[config.mk]
export PLATFORM = sky130hd
export DESIGN_NAME = mult32_seq
export DESIGN_NICKNAME = d
export VERILOG_FILES = /design/src/rtl/mult_pkg.sv /design/src/rtl/mult32_ctrl.sv /design/src/rtl/mult32_seq.sv
export SDC_FILE = /design/constraint.sdc
export NUM_CORES = 1
export LEC_CHECK = 0
export CORE_UTILIZATION = 56
export DETAILED_ROUTE_END_ITERATION = 6
export PLACE_DENSITY_LB_ADDON = 0.15
export SYNTH_ARGS = -nofsm -noshare
export SYNTH_HDL_FRONTEND = slang
export SYNTH_SLANG_ARGS = --single-unit
[constraint.sdc]
create_clock -name clk -period 8.62 [get_ports clk]
set_input_delay 1.724 -clock clk [delete_from_list [all_inputs] [get_ports clk]]
set_output_delay 1.724 -clock clk [all_outputs]
set_load 0.03 [all_outputs]
[src/rtl/mult_pkg.sv]
// Shared constants and FSM state encoding for the sequential multiplier.
package mult_pkg;

    localparam int unsigned MULT_WIDTH = 32;
    localparam int unsigned MULT_ITER  = MULT_WIDTH;

    typedef enum logic [1:0] {
        S_IDLE = 2'b00,
        S_RUN  = 2'b01,
        S_DONE = 2'b10
    } state_e;

endpackage

[src/rtl/mult32_ctrl.sv]
// Control FSM and iteration counter for the shift-add multiplier.
module mult32_ctrl
    import mult_pkg::*;
#(
    parameter int unsigned ITER = MULT_ITER
) (
    input  logic clk,
    input  logic reset,
    input  logic start,
    output logic load,
    output logic step,
    output logic busy,
    output logic done
);

    localparam int unsigned CNT_W = $clog2(ITER) + 1;

    state_e             state_q;
    logic [CNT_W-1:0]   cnt_q;
    logic               busy_q;
    logic               done_q;

    // State, counter and registered status flags; unused encoding falls back to idle.
    always_ff @(posedge clk or posedge reset) begin
        if (reset) begin
            state_q <= S_IDLE;
            cnt_q   <= '0;
            busy_q  <= 1'b0;
            done_q  <= 1'b0;
        end else begin
            case (state_q)
                S_IDLE: begin
                    if (start) begin
                        state_q <= S_RUN;
                        cnt_q   <= '0;
                        busy_q  <= 1'b1;
                    end
                end
                S_RUN: begin
                    cnt_q <= cnt_q + CNT_W'(1);
                    if (cnt_q == CNT_W'(ITER - 1)) begin
                        state_q <= S_DONE;
                        done_q  <= 1'b1;
                    end
                end
                S_DONE: begin
                    state_q <= S_IDLE;
                    busy_q  <= 1'b0;
                    done_q  <= 1'b0;
                end
                default: begin
                    state_q <= S_IDLE;
                    cnt_q   <= '0;
                    busy_q  <= 1'b0;
                    done_q  <= 1'b0;
                end
            endcase
        end
    end

    // Datapath strobes: load only on the accepting edge, step every RUN cycle.
    assign load = (state_q == S_IDLE) && start;
    assign step = (state_q == S_RUN);
    assign busy = busy_q;
    assign done = done_q;

endmodule

[src/rtl/mult32_seq.sv]
// Sequential unsigned shift-add multiplier producing a 2*WIDTH-bit hi/lo product.
module mult32_seq
    import mult_pkg::*;
#(
    parameter int unsigned WIDTH = MULT_WIDTH
) (
    input  logic             clk,
    input  logic             reset,
    input  logic             start,
    input  logic [WIDTH-1:0] a,
    input  logic [WIDTH-1:0] b,
    output logic             busy,
    output logic             done,
    output logic [WIDTH-1:0] hi,
    output logic [WIDTH-1:0] lo
);

    logic               load;
    logic               step;
    logic [WIDTH-1:0]   mcand_q;
    logic [WIDTH-1:0]   mcand_d;
    logic [2*WIDTH-1:0] prod_q;
    logic [2*WIDTH-1:0] prod_d;
    logic [WIDTH:0]     sum_c;

    mult32_ctrl #(
        .ITER (WIDTH)
    ) u_ctrl (
        .clk   (clk),
        .reset (reset),
        .start (start),
        .load  (load),
        .step  (step),
        .busy  (busy),
        .done  (done)
    );

    // One partial-product add per step; the carry becomes the MSB after the shift.
    always_comb begin
        mcand_d = mcand_q;
        prod_d  = prod_q;
        sum_c   = {1'b0, prod_q[2*WIDTH-1:WIDTH]}
                + (prod_q[0] ? {1'b0, mcand_q} : (WIDTH+1)'(0));
        if (load) begin
            mcand_d = a;
            prod_d  = {WIDTH'(0), b};
        end else if (step) begin
            prod_d  = {sum_c, prod_q[WIDTH-1:1]};
        end
    end

    // Operand and working-product registers.
    always_ff @(posedge clk or posedge reset) begin
        if (reset) begin
            mcand_q <= '0;
            prod_q  <= '0;
        end else begin
            mcand_q <= mcand_d;
            prod_q  <= prod_d;
        end
    end

    assign hi = prod_q[2*WIDTH-1:WIDTH];
    assign lo = prod_q[WIDTH-1:0];

endmodule

==> results of run 1 <==
## routing by layer
layer	track usage (%)	vias up	share of wire (%)	routed length [um]
li1	-	2650	-	-
met1	38.23	2679	45	7129
met2	47.44	185	47	7515
met3	7.688	26	5.9	945
met4	9.785	0	1.9	298
met5	0	-	0	0
## synth_stat cells (all sizes together) (3+ instances only)
master | n | share of area, %
dfrtp | 106 | 42
o21ai | 97 | 7.7
nand2 | 95 | 5.7
a21oi | 40 | 3.3
and2 | 34 | 3.4
a22oi | 33 | 4.0
ha | 33 | 6.6
mux2 | 32 | 5.7
nor2 | 28 | 1.7
clkbuf | 26 | 1.6
inv | 16 | 0.96
xnor2 | 16 | 2.2
nand4 | 15 | 1.6
buf | 14 | 1.2
xor2 | 11 | 1.5
a21o | 8 | 0.96
nand3 | 7 | 0.56
a211oi | 6 | 0.72
nor2b | 6 | 0.60
nor3 | 6 | 0.56
o21bai | 6 | 0.72
a31oi | 4 | 0.40
and3 | 4 | 0.40
o21a | 3 | 0.36
## logic make-up (layout without fill, tap and decap cells)
group | after synthesis | after routing | synth area share (%)
AOI/OAI and AO/OA | 221 | 221 | 22.15
and+or+nand+nor | 201 | 201 | 15.12
adders and majority gates | 34 | 34 | 6.904
buffers and inverters | 56 | 170 | 3.691
muxes | 34 | 34 | 6.066
xor gates and xnor gates | 27 | 27 | 3.771
DFF | 106 | 106 | 42.30
## worst register-to-register path, stage by stage (launching register included)
cell and delay [ns]:
dfrtp_1 0.98, and2_1 0.24, ha_1 0.16, inv_1 0.05, fa_1 0.40, nor2b_1 0.19, o2111ai_1 0.20, a32oi_1 0.46
a2bb2oi_2 0.16, a21oi_1 0.25, xnor2_1 0.17, o21ai_1 0.08
## sequential cells by signal (all words and copies together), names as in the netlist
name and flops:
prod_q 64, mcand_q 32, u_ctrl.cnt_q 6, u_ctrl.state_q 2, u_ctrl.busy 1, u_ctrl.done 1
## power breakdown
group / internal [uW] / switching, uW / leakage [uW]
Sequential: 751 / 205 / 0.00129
Combinational: 818 / 1110 / 0.00185
Clock: 161 / 180 / 0.000114
Total: 1730 / 1500 / 0.00325
## cells in the final DEF (no fill, tap or decap), types with 3 or more instances in the layout
cell / count
o21ai_0: 75
o21bai_1: 6
xnor2_1: 16
dfrtp_1: 106
nand2_1: 95
and2_1: 34
nor2_1: 28
o21ai_1: 21
buf_4: 6
nand4_1: 14
a211oi_1: 6
clkdlybuf4s50_1: 132
nand3_1: 7
clkbuf_8: 12
a31oi_1: 4
xor2_1: 11
a21o_1: 8
ha_1: 33
and3_1: 4
o21a_1: 3
a22oi_1: 32
inv_1: 15
nor2b_1: 5
a21oi_1: 38
mux2_2: 32
nor3_1: 5
## stage by stage
stage | worst slack (ns) | power (uW)
floorplan | 4.107 | 2261
global route | 4.572 | 3475
detailed placement | 4.617 | 2880
finish | 4.701 | 3230
CTS | 4.622 | 3231
global placement | 4.704 | 2822
## layout make-up
class                      instances  area share, %
clock buffer                      12          2.096
clock inverter                     4         0.7146
inverter                          16         0.7940
multi-input combinational        517          43.16
sequential                       106          33.67
tap                              140          2.223
timing repair buffer             138          17.34
## how the worst min path moves through the flow
stage | from | endpoint | slack, ns | cells after the start
5_1_grt | mcand_q[23] | mcand_q[23] | 0.52 | 1
6_report | u_ctrl.done | u_ctrl.done | 0.49 | 1
2_1_floorplan | u_ctrl.cnt_q[5] | u_ctrl.cnt_q[5] | 0.45 | 1
3_3_place_gp | u_ctrl.done | u_ctrl.done | 0.47 | 1
4_1_cts | u_ctrl.done | u_ctrl.done | 0.49 | 1
3_5_place_dp | u_ctrl.done | u_ctrl.done | 0.47 | 1
==> run metrics, run 1 <==
outcome=finished, final reports clean; clock latency of the later-clocked register in the worst-skew pair=0.39 ns; row count=38; slew at the pin closest to its max-slew limit=0.9815 ns; fraction of the cycle the final worst path needs=45.46%; CTS tree=done; library cell used as clock root buffer=clkbuf_8; R2R Path End=prod_q[55]; startpoint class of the critical path=register; total of hold buffers inserted after clock tree synthesis=0; detailed-placement wirelength estimate=11320 um; worst hold path class=reg2reg; dominant delay contributor by cell family on the critical path=flip-flops; distinct cell type count of the synthesized netlist=between 50 and 60; clock buffers created by TritonCTS=9; most frequently used flop master after synthesis=dfrtp_1; wire length of the first global-routing pass=roughly 27000 um; initial antenna violation count=0; post-route minimum period=3.919 ns; fraction of the yosys area taken by sequential cells=42.30%; worst-case clock buffer depth=2; Post-DP Area=about 7700 um^2; height of the die=107.8 um; final routed wire length divided by cell count=17.03 um; Resized Gates After CTS=0; Hold WS=0.4882 ns; count of placed standard cells including taps=917; clock slew at the register clock pins of the worst setup and hold paths=0.10 ns; global-route congestion overflow total=0; static power due to leakage=between 0.003 and 0.004 uW; Register Area=roughly 2700 um^2; Post-Syn Area per Cell=9.236 um^2; Fill cells=approximately 890; EDFF count, synth=0; number of setup violations in the final report=0; setup repair after global routing missed its margin=false; start of the worst register-to-register path=prod_q[0]; via count of the first global-routing pass=~5500; core box area=10890 um^2; Post-Synthesis Cell Area=6271 um^2; placer congestion estimate=between 0.8 and 0.9; gr usage total=29.38%; total wire length=15890 um; crit-path cells=clkdlybuf4s50_1; Nets=889; average via count per standard cell=5.938; required time at the endpoint of the critical path=6.90 ns; Pins Over Slew Limit=0; Die Outline Area=11630 um^2; clock sinks=106; DRC marker count from the first detailed-route iteration=340; post-layout utilization of the core=72.36%; max-cap viol count=0; H-tree lvl count=3; proportion of synthesized flip-flops having asynchronous set or reset=100.0%; largest driver fanout on the critical path=34; number of post-CTS setup repair buffers=0; critical path's slowest cell=dfrtp_1; multi-input combinational cell area=~3400 um^2; fin cells=between 900 and 1000; logic depth of the worst register-to-register path=11; upper clock frequency limit=roughly 260 MHz; P&R area growth vs syn=25.64%; number of primary I/O pins=133; Routed Antenna Nets=0; headroom to the max-slew limit=roughly a third; initial cell density of the core=57.60%; Final Skew=0.007462 ns; IO Port Bufs=between 100 and 150; FF-to-FF setup slack=between 5 and 6 ns; kind of critical path=reg2out; worst vdd rail ir drop=about 0.25 mV; P per Cell Area=just over 400 nW/um^2; cells after synthesis=679; sum of negative setup slack=0 ns; number of antenna cells inserted=0; post-route cell area=7879 um^2; routed via count=5540; nature of the critical path endpoint=output port; pin count of the biggest net entering global routing=61; fraction of final layout cells sized beyond drive strength 1=8.449%; #FFs+latches synth=106; first-pass iteration count of the detailed router=5; die extent in x=107.8 um; Critical path origin=prod_q[0]; Worst path max stage delay=roughly 1 ns; Synth Net Count=780; capture point of the critical path=lo[0]; logic depth of the worst path, buffers included=1; DR DRC count=0; Yosys warning count=0; Fin. Hold Viols=0; arrival time worst endpoint=2.19 ns; critical path buffer and inverter count=1
No activity file was read; power rests on OpenSTA's default activity.
==> inputs of run 2 (changes only) <==
--- a/config.mk
+++ b/config.mk
@@ -5,7 +5,7 @@
 export SDC_FILE = /design/constraint.sdc
 export NUM_CORES = 1
 export LEC_CHECK = 0
-export CORE_UTILIZATION = 56
+export CORE_UTILIZATION = 47
 export DETAILED_ROUTE_END_ITERATION = 6
 export PLACE_DENSITY_LB_ADDON = 0.15
 export SYNTH_ARGS = -nofsm -noshare
==> constraint.sdc (replaced) <==
create_clock -name clk -period 3.2 [get_ports clk]
set_input_delay 0.64 -clock clk [delete_from_list [all_inputs] [get_ports clk]]
set_output_delay 0.64 -clock clk [all_outputs]
set_load 0.03 [all_outputs]
==> run 2 against run 1 <==
  * Via count down 0.78%
  * Global-route usage down 4.9 points
  * Critical path depth grew 11
  * Hold slack better by 0.0032 ns
  * Setup slack lost 4.4 ns
  * Critical path type is now reg2reg
  * Largest power group unchanged
==> run metrics, run 2 (synthesized netlist as in run 1, its figures left out) <==
switching part of the total power=a little under half; Routed Antenna Nets=0; library cell used as clock root buffer=clkbuf_16; Detail Route met3 WL=1091 um; Post-DP Area=7771 um^2; outcome=finished, final reports clean; worst-case clock buffer depth=2; internal power=between 4000 and 5000 uW; Final Skew=0.009280 ns; average via count per standard cell=5.650; initial cell density of the core=48.90%; net switching power=4111 uW; worst hold path class=reg2reg; P per Cell Area=between 1000 and 1500 nW/um^2; critical path's slowest cell=a32oi_1; Pins Over Slew Limit=0; most common library cell in the layout ignoring fill and taps=clkdlybuf4s50_1; pin count of the biggest net entering global routing=66; final routed wire length divided by cell count=16.86 um; setup repair after global routing missed its margin=false; Fill cells=approximately 1100; first-pass iteration count of the detailed router=4; logic depth of the worst register-to-register path=12; largest driver fanout on the critical path=23; power share of the sequential group=~28%; worst hold path cell count=1; required time at the endpoint of the critical path=3.43 ns; max-cap viol count=0; initial antenna violation count=0; Resized Gates After CTS=0; upper clock frequency limit=339.9 MHz; post-route cell area=8061 um^2; DRC marker count from the first detailed-route iteration=234; multi-input combinational cell area=3401 um^2; total of hold buffers inserted after clock tree synthesis=0; kind of critical path=reg2reg; Worst path max stage delay=0.42 ns; DR DRC count=0; die extent in x=between 100 and 150 um; number of post-CTS setup repair buffers=0; arrival time worst endpoint=3.18 ns; gr usage total=roughly a quarter; via count of the first global-routing pass=around 5500; total chip power=8919 uW; P&R area growth vs syn=28.55%; wire length of the first global-routing pass=27260 um; Nets=~900; core box area=12820 um^2; fraction of power consumed by combinational cells=59.3%; fraction of final layout cells sized beyond drive strength 1=9.238%; clock buffers created by TritonCTS=9; fraction of the cycle the final worst path needs=91.93%; global-route congestion overflow total=0; detailed-placement wirelength estimate=12040 um; static power due to leakage=0.003316 uW; row count=41; detailed-routed wire length on met2=7598 um; Register Area=2653 um^2; register containing the most flip-flops in the final layout=prod_q; max layer used=met4; Hold WS=0.4915 ns; number of antenna cells inserted=0; Met1 Routed Length=7378 um; crit-path cells=buf_4 > and2_1 > ha_1 > inv_1 > fa_1 > nor2b_1 > o2111ai_1 > a32oi_1 > a2bb2oi_2 > a21oi_1 > xnor2_1 > o21ai_1; Die Outline Area=13810 um^2; number of setup violations in the final report=0; H-tree lvl count=3; height of the die=117.5 um; headroom to the max-slew limit=66.98%; routed via count=about 5500; slew at the pin closest to its max-slew limit=a little under 0.5 ns; number of flip-flops under the largest register name=64; count of placed standard cells including taps=957; Clk pwr share=12.3%; nature of the critical path endpoint=register; IO Port Bufs=132; clock sinks=between 100 and 150; highest-count cells in the layout ignoring fill and taps=132 x clkdlybuf4s50_1, 106 x dfrtp_1, 95 x nand2_1, 75 x o21ai_0, 38 x a21oi_1; clock latency of the later-clocked register in the worst-skew pair=approximately 0.36 ns; registers with the most flip-flops=prod_q: 64 flops, mcand_q: 32 flops, u_ctrl.cnt_q: 6 flops; total wire length=16410 um; Fin. Hold Viols=0; placer congestion estimate=0.8848; post-route minimum period=just under 3 ns; worst vdd rail ir drop=0.5709 mV; CTS tree=done; fin cells=973; sum of negative setup slack=0 ns; clock slew at the register clock pins of the worst setup and hold paths=about 0.080 ns; number of primary I/O pins=133; startpoint class of the critical path=register
## run 2: power groups by stage
| stage | Combinational, uW | Clock, uW | Sequential [uW] |
|---|---|---|---|
| floorplan | 2860 | 0 | 3230 |
| global placement | 5180 | 0 | 2540 |
| detailed placement | 5280 | 0 | 2550 |
| CTS | 5290 | 1120 | 2540 |
| global route | 5760 | 1170 | 2630 |
| finish | 5290 | 1100 | 2530 |
## run 2: layer usage
layer	global-route usage [%]	vias to the layer above
met3	6.298	27
met2	40.13	167
met4	8.894	0
met5	0	-
met1	31.34	2629
li1	-	2674
## run 2: path summary, 6_finish.rpt
path                                 startpoint              end  slack, ns
worst max-delay path                  prod_q[0]       prod_q[55]       0.26
worst min-delay path            u_ctrl.cnt_q[5]  u_ctrl.cnt_q[5]       0.49
worst max register to register        prod_q[0]       prod_q[55]       0.26
worst min register to register  u_ctrl.cnt_q[5]  u_ctrl.cnt_q[5]       0.49
max in group asynchronous                 reset       prod_q[49]       1.88
min in group asynchronous                 reset       prod_q[20]       0.58
## run 2: metrics by stage
| stage | setup WS, ns | utilization, % |
|---|---|---|
| after floorplan | 0.6095 | - |
| after global placement | 0.4837 | 60.60 |
| after detailed placement | 0.3030 | 60.60 |
| after CTS | 0.2949 | 62.86 |
| after global routing | 0.1055 | 62.86 |
| final | 0.2582 | 62.86 |
## run 2: critical path: cells and delay by family (launching register included)
family | cells | cell delay (ns)
AO/OA/AOI/OAI | 5 | 1.09
adder cells (fa/ha/maj) | 2 | 0.59
flip-flops | 1 | 0.33
AND/OR/NAND/NOR | 2 | 0.33
buffers and inverters | 2 | 0.32
XOR/XNOR | 1 | 0.15
## run 2: area by class of cell
cell class	count	area share, %
clock buffers	10	2.840
clock inverters	6	0.7605
inverters	16	0.7916
multi-input cells	517	42.19
flip-flops and latches	106	32.90
well taps	172	2.670
repair buffers	146	17.85
